`src/rtl/pkt_deframer_if.sv`:
```
// Stream interface for the deframer: 256-bit packet words in, 512-bit payload beats out.
// The master drives data/valid/last/user and the slave returns ready.
interface pkt_deframer_if #(
  parameter int unsigned DataW = 256,
  parameter int unsigned UserW = 32
);
  logic [DataW-1:0] tdata;
  logic             tvalid;
  logic             tready;
  logic             tlast;
  logic [UserW-1:0] tuser;

  modport master (output tdata, output tvalid, output tlast, output tuser, input tready);
  modport slave  (input tdata, input tvalid, input tlast, input tuser, output tready);
endinterface

```
`src/rtl/pkt_deframer.sv`:
```
// Packet deframer: header, payload word pairs joined into 512-bit beats, footer check.
// Framing statistics are exported; the output stream carries no error indication.
module pkt_deframer #(
  parameter int unsigned BEATS_PER_PACKET = 32
) (
  input  logic                 clk,
  input  logic                 resetn,
  pkt_deframer_if.slave        axis_in,
  pkt_deframer_if.master       axis_out,
  input  logic                 clear_stats,
  output logic [31:0]          pkt_count,
  output logic [31:0]          err_count,
  output logic [31:0]          last_err_id,
  output logic                 error
);

  localparam int unsigned CntW = $clog2(BEATS_PER_PACKET + 1);

  typedef enum logic [1:0] {StHdr, StLo, StHi, StFtr} state_e;

  state_e          state_q, state_d;
  logic            active_q;
  logic            in_ready, in_acc, ftr_err;

  logic [31:0]     req_id_q, req_id_d;
  logic            hdr_bad_q, hdr_bad_d;
  logic [CntW-1:0] beat_cnt_q, beat_cnt_d;
  logic [255:0]    hold_q, hold_d;
  logic [511:0]    out_data_q, out_data_d;
  logic [31:0]     out_user_q, out_user_d;
  logic            out_last_q, out_last_d;
  logic            out_valid_q, out_valid_d;
  logic [31:0]     pkt_count_q, pkt_count_d;
  logic [31:0]     err_count_q, err_count_d;
  logic [31:0]     last_err_id_q, last_err_id_d;
  logic            error_q, error_d;

  logic unused_in;
  assign unused_in = ^{axis_in.tlast, axis_in.tuser};

  function automatic logic [31:0] sat_inc(logic [31:0] v);
    return (v == '1) ? v : v + 32'd1;
  endfunction

  // State register
  always_ff @(posedge clk or negedge resetn) begin
    if (!resetn) state_q <= StHdr;
    else         state_q <= state_d;
  end

  // Next-state logic
  always_comb begin
    state_d = state_q;
    if (in_acc) begin
      unique case (state_q)
        StHdr:   state_d = StLo;
        StLo:    state_d = StHi;
        StHi:    state_d = (beat_cnt_q == CntW'(1)) ? StFtr : StLo;
        StFtr:   state_d = StHdr;
        default: state_d = StHdr;
      endcase
    end
  end

  // Output logic; active_q holds ready low until the first edge after reset release
  always_comb begin
    in_ready = active_q;
    if (state_q == StHi) in_ready = active_q & (~out_valid_q | axis_out.tready);
    in_acc = axis_in.tvalid & in_ready;
  end

  assign ftr_err = (axis_in.tdata[31:0] != req_id_q) || (axis_in.tdata[255:32] != '0) ||
                   hdr_bad_q;

  always_comb begin
    req_id_d      = req_id_q;
    hdr_bad_d     = hdr_bad_q;
    beat_cnt_d    = beat_cnt_q;
    hold_d        = hold_q;
    out_data_d    = out_data_q;
    out_user_d    = out_user_q;
    out_last_d    = out_last_q;
    out_valid_d   = out_valid_q;
    pkt_count_d   = pkt_count_q;
    err_count_d   = err_count_q;
    last_err_id_d = last_err_id_q;
    error_d       = error_q;

    if (out_valid_q && axis_out.tready) out_valid_d = 1'b0;

    if (in_acc) begin
      unique case (state_q)
        StHdr: begin
          req_id_d   = axis_in.tdata[31:0];
          hdr_bad_d  = (axis_in.tdata[255:32] != '0);
          beat_cnt_d = CntW'(BEATS_PER_PACKET);
        end
        StLo: hold_d = axis_in.tdata;
        StHi: begin
          out_data_d  = {hold_q, axis_in.tdata};
          out_user_d  = req_id_q;
          out_last_d  = (beat_cnt_q == CntW'(1));
          out_valid_d = 1'b1;
          beat_cnt_d  = beat_cnt_q - CntW'(1);
        end
        StFtr: begin
          pkt_count_d = sat_inc(pkt_count_q);
          if (ftr_err) begin
            err_count_d   = sat_inc(err_count_q);
            last_err_id_d = req_id_q;
            error_d       = 1'b1;
          end
        end
        default: ;
      endcase
    end

    // Clear wins over a footer update in the same cycle
    if (clear_stats) begin
      pkt_count_d   = '0;
      err_count_d   = '0;
      last_err_id_d = '0;
      error_d       = 1'b0;
    end
  end

  always_ff @(posedge clk or negedge resetn) begin
    if (!resetn) begin
      active_q      <= 1'b0;
      req_id_q      <= '0;
      hdr_bad_q     <= 1'b0;
      beat_cnt_q    <= '0;
      hold_q        <= '0;
      out_data_q    <= '0;
      out_user_q    <= '0;
      out_last_q    <= 1'b0;
      out_valid_q   <= 1'b0;
      pkt_count_q   <= '0;
      err_count_q   <= '0;
      last_err_id_q <= '0;
      error_q       <= 1'b0;
    end else begin
      active_q      <= 1'b1;
      req_id_q      <= req_id_d;
      hdr_bad_q     <= hdr_bad_d;
      beat_cnt_q    <= beat_cnt_d;
      hold_q        <= hold_d;
      out_data_q    <= out_data_d;
      out_user_q    <= out_user_d;
      out_last_q    <= out_last_d;
      out_valid_q   <= out_valid_d;
      pkt_count_q   <= pkt_count_d;
      err_count_q   <= err_count_d;
      last_err_id_q <= last_err_id_d;
      error_q       <= error_d;
    end
  end

  assign axis_in.tready  = in_ready;
  assign axis_out.tdata  = out_data_q;
  assign axis_out.tuser  = out_user_q;
  assign axis_out.tlast  = out_last_q;
  assign axis_out.tvalid = out_valid_q;
  assign pkt_count       = pkt_count_q;
  assign err_count       = err_count_q;
  assign last_err_id     = last_err_id_q;
  assign error           = error_q;

endmodule

```
`src/flat_wrapper.sv`:
```
// flat-port wrapper written by rule: the top's interface ports become plain ports
module pkt_deframer_flat 
#(
  parameter int unsigned BEATS_PER_PACKET = 32
)
  (clk, resetn, clear_stats, pkt_count, err_count, last_err_id, error, axis_in_tdata, axis_in_tvalid, axis_in_tlast, axis_in_tuser, axis_in_tready, axis_out_tdata, axis_out_tvalid, axis_out_tlast, axis_out_tuser, axis_out_tready);
  pkt_deframer_if #(.DataW(256), .UserW(32)) axis_in_i ();
  pkt_deframer_if #(.DataW(512), .UserW(32)) axis_out_i ();
  input  logic clk;
  input  logic resetn;
  input  logic clear_stats;
  output logic [31:0] pkt_count;
  output logic [31:0] err_count;
  output logic [31:0] last_err_id;
  output logic error;
  input wire logic [$bits(axis_in_i.tdata)-1:0] axis_in_tdata;
  input wire logic [$bits(axis_in_i.tvalid)-1:0] axis_in_tvalid;
  input wire logic [$bits(axis_in_i.tlast)-1:0] axis_in_tlast;
  input wire logic [$bits(axis_in_i.tuser)-1:0] axis_in_tuser;
  output wire logic [$bits(axis_in_i.tready)-1:0] axis_in_tready;
  output wire logic [$bits(axis_out_i.tdata)-1:0] axis_out_tdata;
  output wire logic [$bits(axis_out_i.tvalid)-1:0] axis_out_tvalid;
  output wire logic [$bits(axis_out_i.tlast)-1:0] axis_out_tlast;
  output wire logic [$bits(axis_out_i.tuser)-1:0] axis_out_tuser;
  input wire logic [$bits(axis_out_i.tready)-1:0] axis_out_tready;
  assign axis_in_i.tdata = axis_in_tdata;
  assign axis_in_i.tvalid = axis_in_tvalid;
  assign axis_in_i.tlast = axis_in_tlast;
  assign axis_in_i.tuser = axis_in_tuser;
  assign axis_in_tready = axis_in_i.tready;
  assign axis_out_tdata = axis_out_i.tdata;
  assign axis_out_tvalid = axis_out_i.tvalid;
  assign axis_out_tlast = axis_out_i.tlast;
  assign axis_out_tuser = axis_out_i.tuser;
  assign axis_out_i.tready = axis_out_tready;
  pkt_deframer #(.BEATS_PER_PACKET(BEATS_PER_PACKET)) u_core (.clk(clk), .resetn(resetn), .axis_in(axis_in_i), .axis_out(axis_out_i), .clear_stats(clear_stats), .pkt_count(pkt_count), .err_count(err_count), .last_err_id(last_err_id), .error(error));
endmodule
```
`config.mk`:
```
export PLATFORM = sky130hd
export DESIGN_NAME = pkt_deframer_flat
export DESIGN_NICKNAME = d
export VERILOG_FILES = /design/src/rtl/pkt_deframer_if.sv /design/src/rtl/pkt_deframer.sv /design/src/flat_wrapper.sv
export SDC_FILE = /design/constraint.sdc
export NUM_CORES = 2
export LEC_CHECK = 0
export BUFFER_PORTS_ARGS = -buffer_cell sky130_fd_sc_hd__clkbuf_2
export CORE_AREA = 2 2 367 369
export DETAILED_ROUTE_END_ITERATION = 10
export DIE_AREA = 0 0 369 371
export PLACE_DENSITY = 0.56
export SKIP_CTS_REPAIR_TIMING = 1
export SYNTH_ARGS = -nofsm -noshare
export SYNTH_HDL_FRONTEND = slang
export SYNTH_SLANG_ARGS = --single-unit
```
`constraint.sdc`:
```
create_clock -name clk -period 2.25 [get_ports clk]
set_clock_uncertainty 0.2 [all_clocks]
set_input_delay 0 -clock clk [delete_from_list [all_inputs] [get_ports clk]]
set_output_delay 0 -clock clk [all_outputs]
set_load 0.02 [all_outputs]
```
==> run metrics <==
CTS buffer count=103; Pins Over Slew Limit=0; crit end category=flop; ys flop type=dfrtp_1; routed len/inst=19.1 um; syn_nets=3934; CP Max Fanout=6; top post-synthesis cells by count=nand2_1, dfrtp_1, mux2_2; Hold Vio Cnt, Final=1; I/O pin total=938; share of the synthesized area in the top cell type=63.4%; root buffer cell=clkbuf_16; Hold Slack=-0.0319 ns; design area=56300 um^2; clock insertion delay at the later pin of the skew report=0.73 ns; hold crit path type=primary input to flop; Cell variety after synth=61; TritonCTS clock tree=yes; Yosys reg bits=941; Pleak=29.0 nW; Final period util=111%; Post-synth EDFFs=0; gate count of the mapped netlist=3636; status=finished, violations left; Avg Inst Size Synth=10.2 um^2; Cell Area, Placed=47300 um^2; first-pass GRT wire length=194000 um; Layout Nets=5710; P_sw=26.9 mW; Synth Cell Area=37200 um^2; top cells by area, synth=dfrtp_1, nand2_1, mux2_2; Worst R2R Setup Slack=-0.24 ns; CP Class=flop to flop; area growth from synthesis to layout=51.5%; largest area contributor in the netlist=dfrtp_1; die width=369 um; Tightest Pin Transition=0.892 ns; combinational share of power=34.1%; FF-to-FF Start=u_core.req_id_q[26]$_DFFE_PN0P_; Antenna Nets Post-Route=0; crit-path max cell delay=0.39 ns; FP Rows=134; Power Density=1260 nW/um^2; initial antenna violation count=12; chip height=371 um; I/O Buffers=904; total power draw=70.8 mW; max_slew headroom=40.3%; GR Util All Layers=18.5%; final core occ=42.4%; DRC Markers=0; f_max=0.402 GHz; Post-Synth Simple-Gate Area=22.1%; total gr overflow=0; Hold EP=u_core.hdr_bad_q$_DFFE_PN0P_; vias per cell=4.57; xor/xnor share of the synthesized area=1.23%; cells along the critical path=xnor2_1, buf_4, nand4_1, nor3_2, nand3_4, nor2_4, or2_4, buf_12, o311ai_4; sequential power share=40.8%; Peak VDD IR=721 uV; GPL Wtd Cong=0.924; TNS Setup=-12.03 ns; failing checks=negative hold slack, negative setup slack; DR pass1 iterations=7; main combinational cell family by area after synthesis=simple AND/OR/NAND/NOR gates; most common cell in the synthesized netlist=nand2_1; Die ar.=137000 um^2; CP arrival=2.87 ns; Core ar.=133000 um^2; WL final=139000 um; largest net degree at the start of global routing=115; Max Root-Sink Buffers=3; switching share of power=38.0%; Starting Density=28.0%; compound-cell area share of the yosys netlist=2.30%; crit path launch type=flop; starting DRC count in detailed routing=2304; FFs w/ async S/R, synth=100%; adder and majority gate portion of the synthesized area=0.135%; crit path max-delay cell type=dfrtp_1; Synth warnings=0; register area share after synthesis=63.4%; routed vias=33245; Power Internal=43.9 mW; post-detail-place hpwl=98900 um; worst hold path depth=8; CTS Sinks=941; share of layout cells above drive strength 1=35.5%; Setup-failing EPs final=65; post-synthesis mux area share=8.76%; max cap viols=0; clk slew on worst S/H paths=0.06 ns; hold_sp=axis_in_tdata[89]; Clk pwr share=25.0%; WP data required=2.63 ns; setup ws final=-0.241 ns; H-Tree Depth=3; post-layout min period=2.49 ns; reg2reg end=u_core.err_count[19]$_DFFE_PN0P_; r2r worst-path depth=9; RSZ-0062 raised after global routing=true; vias in the first global route=30490
-- layer usage --
layer  vias up  routed length [um]  global-route usage [%]
met5         -                  29                       0
met4         4                5850                    8.11
met3       288               10200                    4.86
met2      1170               64500                    29.0
met1     16425               58300                    24.1
li1      15358                   -                       -
-- worst max-delay path: cells and delay by family (launching register included) --
kind	cells	cell delay (ns)
AND/OR/NAND/NOR	5	0.98
flip-flops	1	0.39
XOR/XNOR	1	0.35
buffers and inverters	2	0.35
AO/OA/AOI/OAI	1	0.09
-- worst max-delay path by stage --
stage | start | end | slack [ns] | cells after the start
global route | u_core.req_id_q[3]$_DFFE_PN0P_ | u_core.err_count[18]$_DFFE_PN0P_ | -0.36 | 10
detailed placement | axis_in_tdata[160] | u_core.err_count[14]$_DFFE_PN0P_ | -0.98 | 12
floorplan | u_core.err_count[0]$_DFFE_PN0P_ | u_core.err_count[0]$_DFFE_PN0P_ | -0.15 | 9
global placement | axis_in_tdata[48] | u_core.err_count[19]$_DFFE_PN0P_ | -0.92 | 12
finish | u_core.req_id_q[26]$_DFFE_PN0P_ | u_core.err_count[19]$_DFFE_PN0P_ | -0.24 | 9
CTS | u_core.req_id_q[23]$_DFFE_PN0P_ | u_core.last_err_id[19]$_DFFE_PN0P_ | -0.39 | 10
-- cells by family (layout without fill, tap and decap cells) --
| kind of cell | count (synthesis) | in the layout |
|---|---|---|
| AND/OR/NAND/NOR | 2012 | 2013 |
| XOR/XNOR | 52 | 52 |
| AO/OA/AOI/OAI | 138 | 138 |
| multiplexers | 289 | 289 |
| flip-flops | 941 | 941 |
| adder cells (fa/ha/maj) | 4 | 4 |
| buffers and inverters | 199 | 2060 |
| other | 1 | 5 |
-- power by group through the flow --
stage,registers [mW],logic [mW],clock network (mW)
floorplan,34.1,7.03,0
finish,28.9,24.2,17.7
global route,29.7,26.1,18.8
global placement,28.7,23.2,0
CTS,28.8,23.5,18.2
detailed placement,28.9,23.5,0
-- layout by cell type, fill, tap and decap left out, drive strengths merged, types with 11 or more instances in the layout --
| master | count |
|---|---|
| a21oi | 11 |
| and3 | 13 |
| buf | 474 |
| clkbuf | 1066 |
| clkinv | 17 |
| dfrtp | 941 |
| dlygate4sd3 | 474 |
| inv | 18 |
| mux2 | 289 |
| nand2 | 1735 |
| nand3 | 51 |
| nand4 | 42 |
| nor2 | 37 |
| nor4 | 64 |
| o21ai | 77 |
| or3 | 22 |
| xnor2 | 37 |
| xor2 | 15 |
-- layout make-up --
cell class,count,area (um^2)
clock inverter,34,465
timing repair buffer,1857,13600
fill,12860,76500
sequential,941,23600
multi-input combinational,2497,13300
antenna,4,10.0
inverter,12,45.0
clock buffer,157,3120
tap,1768,2210
-- sequential cells by signal, indices dropped and copies added, names as in the netlist --
| signal | cells |
|---|---|
| u_core.active_q | 1 |
| u_core.axis_out.tdata | 512 |
| u_core.axis_out.tlast | 1 |
| u_core.axis_out.tuser | 32 |
| u_core.axis_out.tvalid | 1 |
| u_core.beat_cnt_q | 6 |
| u_core.err_count | 32 |
| u_core.error | 1 |
| u_core.hdr_bad_q | 1 |
| u_core.hold_q | 256 |
| u_core.last_err_id | 32 |
| u_core.pkt_count | 32 |
| u_core.req_id_q | 32 |
| u_core.state_q | 2 |
-- metrics by stage --
stage / instances / worst slack (ns)
finish: 7270 / -0.241
global placement: 6582 / -0.919
global route: 7269 / -0.360
detailed placement: 6582 / -0.979
CTS: 6773 / -0.391
floorplan: 3636 / -0.146
Note: power is estimated with default switching activity, not from simulation.
